===== config.mk =====
export PLATFORM = sky130hd
export DESIGN_NAME = sort4_ctrl
export DESIGN_NICKNAME = d
export VERILOG_FILES = /design/src/rtl/sort4_pkg.sv /design/src/rtl/mag_comp4.sv /design/src/rtl/sort4_ctrl.sv
export SDC_FILE = /design/constraint.sdc
export NUM_CORES = 1
export LEC_CHECK = 0
export CELL_PAD_IN_SITES_DETAIL_PLACEMENT = 1
export CELL_PAD_IN_SITES_GLOBAL_PLACEMENT = 2
export CORE_UTILIZATION = 37
export DETAILED_ROUTE_END_ITERATION = 6
export MAX_ROUTING_LAYER = met4
export PLACE_DENSITY_LB_ADDON = 0.1
export SYNTH_ARGS = -nofsm -noshare
export SYNTH_HDL_FRONTEND = slang
export SYNTH_SLANG_ARGS = --single-unit

===== constraint.sdc =====
create_clock -name clk -period 5.1 [get_ports clk]
set_clock_uncertainty 0.15 [all_clocks]
set_input_delay 1.02 -clock clk [delete_from_list [all_inputs] [get_ports clk]]
set_output_delay 1.02 -clock clk [all_outputs]
set_load 0.01 [all_outputs]

===== src/rtl/sort4_pkg.sv =====
// Shared types and constants for the 4-element sorter: FSM states, batch
// defaults and the fixed compare schedule.
package sort4_pkg;

  localparam int W_DEF   = 4;
  localparam int N_DEF   = 4;
  localparam int N_STEPS = 6;

  typedef enum logic [1:0] {LOAD, SORT, OUT} state_t;

  // Compare-pair table: step index -> lower element index j of pair (j, j+1).
  function automatic logic [1:0] pair_j(input logic [2:0] step);
    case (step)
      3'd0:    pair_j = 2'd0;
      3'd1:    pair_j = 2'd1;
      3'd2:    pair_j = 2'd2;
      3'd3:    pair_j = 2'd0;
      3'd4:    pair_j = 2'd1;
      default: pair_j = 2'd0;
    endcase
  endfunction

endpackage


===== src/rtl/mag_comp4.sv =====
// Unsigned magnitude comparator shared by every compare step of the sorter.
module mag_comp4
  import sort4_pkg::*;
#(
  parameter int W = W_DEF
) (
  input  logic [W-1:0] a,
  input  logic [W-1:0] b,
  output logic         gt,
  output logic         lt,
  output logic         eq
);

  assign gt = (a > b);
  assign lt = (a < b);
  assign eq = (a == b);

endmodule


===== src/rtl/sort4_ctrl.sv =====
// Batch sorter: loads 4 unsigned elements, bubble-sorts them in 6 fixed
// compare steps through one comparator, then streams them out ascending.
module sort4_ctrl
  import sort4_pkg::*;
#(
  parameter int W = W_DEF,
  parameter int N = N_DEF
) (
  input  logic         clk,
  input  logic         rst,
  input  logic         in_valid,
  output logic         in_ready,
  input  logic [W-1:0] in_data,
  output logic         out_valid,
  input  logic         out_ready,
  output logic [W-1:0] out_data,
  output logic         busy,
  output logic [2:0]   swap_count,
  output logic         done
);

  localparam logic [1:0] LAST_IDX  = 2'(N - 1);
  localparam logic [2:0] LAST_STEP = 3'(N_STEPS - 1);

  state_t       state, state_nx;
  logic [1:0]   load_idx, out_idx;
  logic [2:0]   step;
  logic [W-1:0] elem [0:3];
  logic [1:0]   j;
  logic [W-1:0] cmp_a, cmp_b;
  logic         gt, lt, eq;
  logic         unused_cmp;

  assign j          = pair_j(step);
  assign cmp_a      = elem[j];
  assign cmp_b      = elem[j + 2'd1];
  assign unused_cmp = lt ^ eq;

  mag_comp4 #(.W(W)) u_cmp (
    .a  (cmp_a),
    .b  (cmp_b),
    .gt (gt),
    .lt (lt),
    .eq (eq)
  );

  assign in_ready  = (state == LOAD);
  assign out_valid = (state == OUT);
  assign busy      = (state == SORT) || (state == OUT);
  assign out_data  = elem[out_idx];

  always_comb begin
    state_nx = state;
    case (state)
      LOAD:    if (in_valid && load_idx == LAST_IDX) state_nx = SORT;
      SORT:    if (step == LAST_STEP)                state_nx = OUT;
      OUT:     if (out_ready && out_idx == LAST_IDX) state_nx = LOAD;
      default: state_nx = LOAD;
    endcase
  end

  always_ff @(posedge clk) begin
    if (rst) begin
      state      <= LOAD;
      load_idx   <= '0;
      out_idx    <= '0;
      step       <= '0;
      swap_count <= '0;
      done       <= 1'b0;
    end else begin
      state <= state_nx;
      done  <= 1'b0;
      case (state)
        LOAD: if (in_valid) begin
          if (load_idx == LAST_IDX) begin
            load_idx   <= '0;
            step       <= '0;
            swap_count <= '0;
          end else begin
            load_idx <= load_idx + 2'd1;
          end
        end
        SORT: begin
          if (gt) swap_count <= swap_count + 3'd1;
          if (step == LAST_STEP) begin
            step    <= '0;
            out_idx <= '0;
          end else begin
            step <= step + 3'd1;
          end
        end
        OUT: if (out_ready) begin
          if (out_idx == LAST_IDX) begin
            out_idx  <= '0;
            load_idx <= '0;
            done     <= 1'b1;
          end else begin
            out_idx <= out_idx + 2'd1;
          end
        end
        default: ;
      endcase
    end
  end

  // Element register file carries no reset; its contents only matter once loaded.
  always_ff @(posedge clk) begin
    if (state == LOAD && in_valid) begin
      elem[load_idx] <= in_data;
    end else if (state == SORT && gt) begin
      elem[j]        <= cmp_b;
      elem[j + 2'd1] <= cmp_a;
    end
  end

endmodule


== Word level (Yosys, flattened, before mapping) ==
Memories as Yosys holds them, arrays and structs flattened. A register that Yosys moved wholly into a read port is not among the register bits.
Index checks and enable logic that the tools add are counted.
W data, S select, Z words.

* Bits in registers: 13
* Bits in latches: 0
* Memory bits (writable): 16
* ROM bits: 0
* Output and inout bits: 11
* Memories: 1

{| class="wikitable"
|+ Memories
! name !! words !! bits a word !! rd ports !! clocked after memory_dff !! wr ports !! RTL line !! text
|-
| elem || 4 || 4 || 3 || 1 || 2 || sort4_ctrl.sv:28 || <nowiki>logic [W-1:0] elem [0:3];</nowiki>
|}

* Add/subtract/negate cells: 5
* Multiply operators: 0
* Div/mod/pow operators: 0
* Magnitude comparators: 1
* Equality and inequality tests: 16
* Shift operators: 0
* Muxes and demuxes: 31
* Bitwise operators: 2
* Reductions and logical operators: 17

{| class="wikitable"
|+ Operator list
! cell !! count
|-
| $mux W2 || 13
|-
| $mux W3 || 4
|-
| $ne A2 B1 Y1 const B || 6
|-
| $pmux W2 S2 || 3
|-
| $pmux W3 S2 || 2
|-
| $reduce_and A3 Y1 || 3
|-
| $reduce_and A4 Y1 || 2
|-
| $mux W1 || 7
|-
| $add A2 B1 Y2 const B || 3
|-
| $add A3 B1 Y3 const B || 2
|-
| $eq A2 B2 Y1 const B || 3
|-
| $eq A3 B3 Y1 const B || 2
|-
| $pmux W2 S3 || 1
|-
| $reduce_bool A2 Y1 || 3
|-
| $gt A4 B4 Y1 || 1
|-
| $logic_and A1 B1 Y1 || 4
|-
| $mux W4 || 1
|-
| $ne A2 B2 Y1 const B || 2
|-
| $reduce_or A4 Y1 || 1
|-
| $eq A3 B1 Y1 const B || 1
|-
| $eq A3 B2 Y1 const B || 1
|-
| $reduce_or A3 Y1 || 1
|-
| $eq A2 B1 Y1 const B || 1
|-
| $logic_not A2 Y1 || 1
|-
| other kinds (3) || 4
|}

== Longest topological paths before layout ==
An unclocked memory read counts as a cell.

* Depth after elaboration: 12
* Depth in mapped cells: 16
* Mapped depth without buffers: 14

== By module ==
From an unflattened synthesis, not the netlist that was laid out.

* Cell total of the unflattened synthesis: 233
* Area, all modules: 2,264.7 um2

{| class="wikitable"
|+ By module, submodules not included
! module !! instances !! cells an instance !! area an instance (um2) !! sequential area each (um2)
|-
| sort4_ctrl || 1 || 217 || 2,135.8 || 780.7
|-
| mag_comp4 || 1 || 16 || 128.9 || 0.0
|}

== Worst setup path before layout ==
No wires, ideal clock.

* Path kind: register -> register
* Start point: register step[2]
* End point: memory elem[1][0] in the netlist's numbering (enable)
* Data arrival time: 3.303 ns
* Slack: 1.308 ns
* Cell stages (with the launch flop): 16
* Path buffers: 2
* Period minus slack after synthesis: 3.792 ns
* Cell sequence: dfxtp_1 xnor2_1 nor2_1 inv_1 ha_1 nor3_2 buf_6 mux4_2 inv_1 ha_1 nor2b_1 o211a_1 o21ai_0 buf_2 o22ai_1 a21oi_1

{| class="wikitable"
|+ RTL lines
! item !! RTL line !! text
|-
| start, declared || sort4_ctrl.sv:27 || <nowiki>logic [2:0] step;</nowiki>
|-
| start signal, assigned || sort4_ctrl.sv:89 || <nowiki>step <= step + 3'd1;</nowiki>
|-
| end, declared || sort4_ctrl.sv:28 ||
|}

==> reports/qor.yml <==
setup_path:
  ff2ff_path_depth: 15
  crit_type: "flip-flop to flip-flop"
  cp.depth: 15
  crit_buf_inv: 4
  crit_fanout: 12
  worstPathCellList: "xnor2_1 -> nor2_1 -> inv_1 -> ha_1 -> nor3_2 -> buf_4 -> mux4_2 -> inv_1 -> ha_1 -> nor2b_1 -> o211a_1 -> o21ai_0 -> buf_4 -> o22ai_1 -> a21oi_1"
  cpPeakStageDelay_ns: 0.60
  startpoint_type: "flip-flop"
  slowest_stage: "mux4_2"
  required_ns: 4.88
  crit_arrival_ns: 4.03
  setup.worst_path.end_class: "flip-flop"
  critPathTopFamily: "compound AO/OA/AOI/OAI gates"
grt:
  grt_pass1_wl_um: 8470
  grt_pass1_vias: 1715
  grt_max_degree: 16
  antenna_found_initial: 0
  overflow: 0
  track_usage_pct: 21.2
power_and_ir_drop:
  pwr_density_cell_nw_per_um2: 277
  power.leakage_nw: 0.871
  peakVddDrop_mv: 0.133
  fin_total_pwr_w: 0.000650
floorplanning:
  pin_count: 19
  die-width_um: 75.7
  die_area_um2: 5720
  coreArea_um2: 5170
  rows: 26
  start_util_pct: 38.8
  die_height_um: 75.7
drt:
  dr_total_vias: 1658
  drc: 0
  met1_length_um: 2150
  ant_nets: 0
  met2WireLength_um: 2780
  top_layer_used: "met4"
  drt_first_pass_iters: 4
  route.met3.wl_um: 248
  drt_iter0_markers: 108
  via_per_inst: 5.80
  wire_per_inst_um: 18.4
  drt-total-wl_um: 5250
yosys:
  synth_top_flop_cell: "edfxtp_1"
  synth-compound-area-share_pct: 19.0
  synth.area.mux_share_pct: 12.7
  synth-xor-area-share_pct: 0.436
  synth_fa_ha_area_share_pct: 9.35
  synth_top_family_by_area: "compound AO/OA/AOI/OAI gates"
  syn_avg_cell_area_um2: 10.3
  syn_nets: 217
  synth_area_um2: 2010
  synth_warnings: 0
  synth-simple-area-share_pct: 15.6
  syn_inst: 194
  synth_edf_count: 16
  ys_types: 40
  synth-seq-area-share_pct: 38.9
  ys_async_sr_fraction_pct: 0
  synth-seq-cells: 31
clock_tree:
  cts-resized-gates: 0
  clk_path_buf_depth: 2
  clk_latency_ns: 0.29
  h-tree-depth: 2
  clock-sinks: 31
  root_buffer: "clkbuf_8"
  clk_pin_slew_worst_paths_ns: 0.07
  cts_made_buffers: 5
  postCtsSetupBuffers: 0
  hold_buffers: 0
  cts_tree: "built"
timing:
  max_slew.worst_pin.slew_ns: 0.708
  fmax_mhz: 235
  slew_viol_final: 0
  grt_setup_unrepaired: "no"
  hold_viol: 0
  setup_tns_ns: 0
  finalSetupViolCount: 0
  whs_ns: 0.343
  fin_crit_ns: 4.25
  min_period_over_period_pct: 83.4
  relSlewSlack_pct: 52.3
layout:
  drive_gt1_share_pct: 8.80
  mostFrequentLayoutCells: "nor2_1, clkdlybuf4s50_1, a221o_1, edfxtp_1"
  antenna_cells: 0
  final_nets: 238
  syn_to_final_growth_pct: 17.0
  fillers: 579
  final_common_cell: "nor2_1"
  stdcell_count: 286
placement:
  dp_hpwl_um: 4190
  dp.cells: 278
  place_congestion: 0.873
  io_buffers: 18
flow_run:
  maxCapViolations: 0
hold_path:
  hold_depth: 2
  hold_class: "flip-flop to flip-flop"
outcome:
  status: "completed"
-- power breakdown --
part	internal (W)	switching (W)	total, W
Clock	0.000109	0.0000962	0.000205
Sequential	0.000280	0.0000127	0.000293
Combinational	0.0000686	0.0000838	0.000152
Total	0.000457	0.000193	0.000650
-- metrics by stage --
| step | utilization [%] | area, µm² | worst slack, ns |
|---|---|---|---|
| 2_1_floorplan | - | 2010 | 1.31 |
| 3_3_place_gp | 43.6 | 2260 | 1.00 |
| 3_5_place_dp | 43.6 | 2260 | 0.830 |
| 4_1_cts | 45.4 | 2350 | 0.800 |
| 5_1_grt | 45.4 | 2350 | 0.533 |
| 6_report | 45.4 | 2350 | 0.846 |
-- layout make-up --
class                           count  area [µm²]  share of cell area, %
Clock buffer                        7        86.3                   3.68
Tap cell                           70        87.6                   3.73
Inverter                           13        48.8                   2.08
Multi-Input combinational cell    144        1140                   48.7
Clock inverter                      1        5.00                  0.213
Timing Repair Buffer               20         195                   8.31
Sequential cell                    31         781                   33.2
-- logic make-up (layout without fill, tap and decap cells) --
| kind of cell | count (synthesis) | count (layout) |
|---|---|---|
| XOR/XNOR | 1 | 1 |
| AND/OR/NAND/NOR | 61 | 61 |
| adder cells (fa/ha/maj) | 15 | 15 |
| flip-flops | 31 | 31 |
| AO/OA/AOI/OAI | 52 | 52 |
| multiplexers | 15 | 15 |
| buffers and inverters | 19 | 41 |
-- routing by layer --
metal	vias to the layer above	global-route usage [%]
met2	45	37.1
met4	0	7.82
met5	-	-
li1	781	-
met3	6	3.84
met1	826	24.3
-- path summary, 6_finish.rpt --
check | start | endpoint | slack, ns
min | swap_count[1]$_SDFFE_PP0P_ | swap_count[1]$_SDFFE_PP0P_ | 0.34
min reg2reg | swap_count[1]$_SDFFE_PP0P_ | swap_count[1]$_SDFFE_PP0P_ | 0.34
max reg2reg | step[2]$_SDFFE_PP0P_ | elem[1][0]$_DFFE_PP_ | 0.85
max | step[2]$_SDFFE_PP0P_ | elem[1][0]$_DFFE_PP_ | 0.85
-- synthesized netlist by cell type (all sizes together) (2+ instances only) --
library cell  number  area [µm²]
nor2              20        75.1
a221o             16         160
edfxtp            16         480
dfxtp             15         300
ha                15         188
inv               13        48.8
a21oi             11        55.1
nand2              9        33.8
mux4               8         184
o21ai              8        40.0
mux2i              7        70.1
and2               6        37.5
nor2b              5        31.3
a31oi              4        25.0
nand2b             4        25.0
nor3               4        25.0
buf                3        21.3
clkbuf             3        11.3
nand3              3        15.0
o22ai              3        18.8
a21o               2        15.0
a22o               2        17.5
and3               2        12.5
nand4              2        12.5
nor3b              2        15.0
-- worst register-to-register path: cells and delay by family (launching register included) --
kind	cells	cell delay [ns]
buf+inv	4	0.66
mux	1	0.61
xor+xnor	1	0.12
flops	1	0.40
simple gates	3	0.49
fa+ha+maj	2	0.45
compound gates	4	0.99
-- flip-flops by register name, indices dropped and copies added, names as in the netlist, named ones only --
name	count
load_idx	2
swap_count	3
elem	16
state	2
step	3
out_idx	2
done	1
Power figures use the tool's default switching activity.
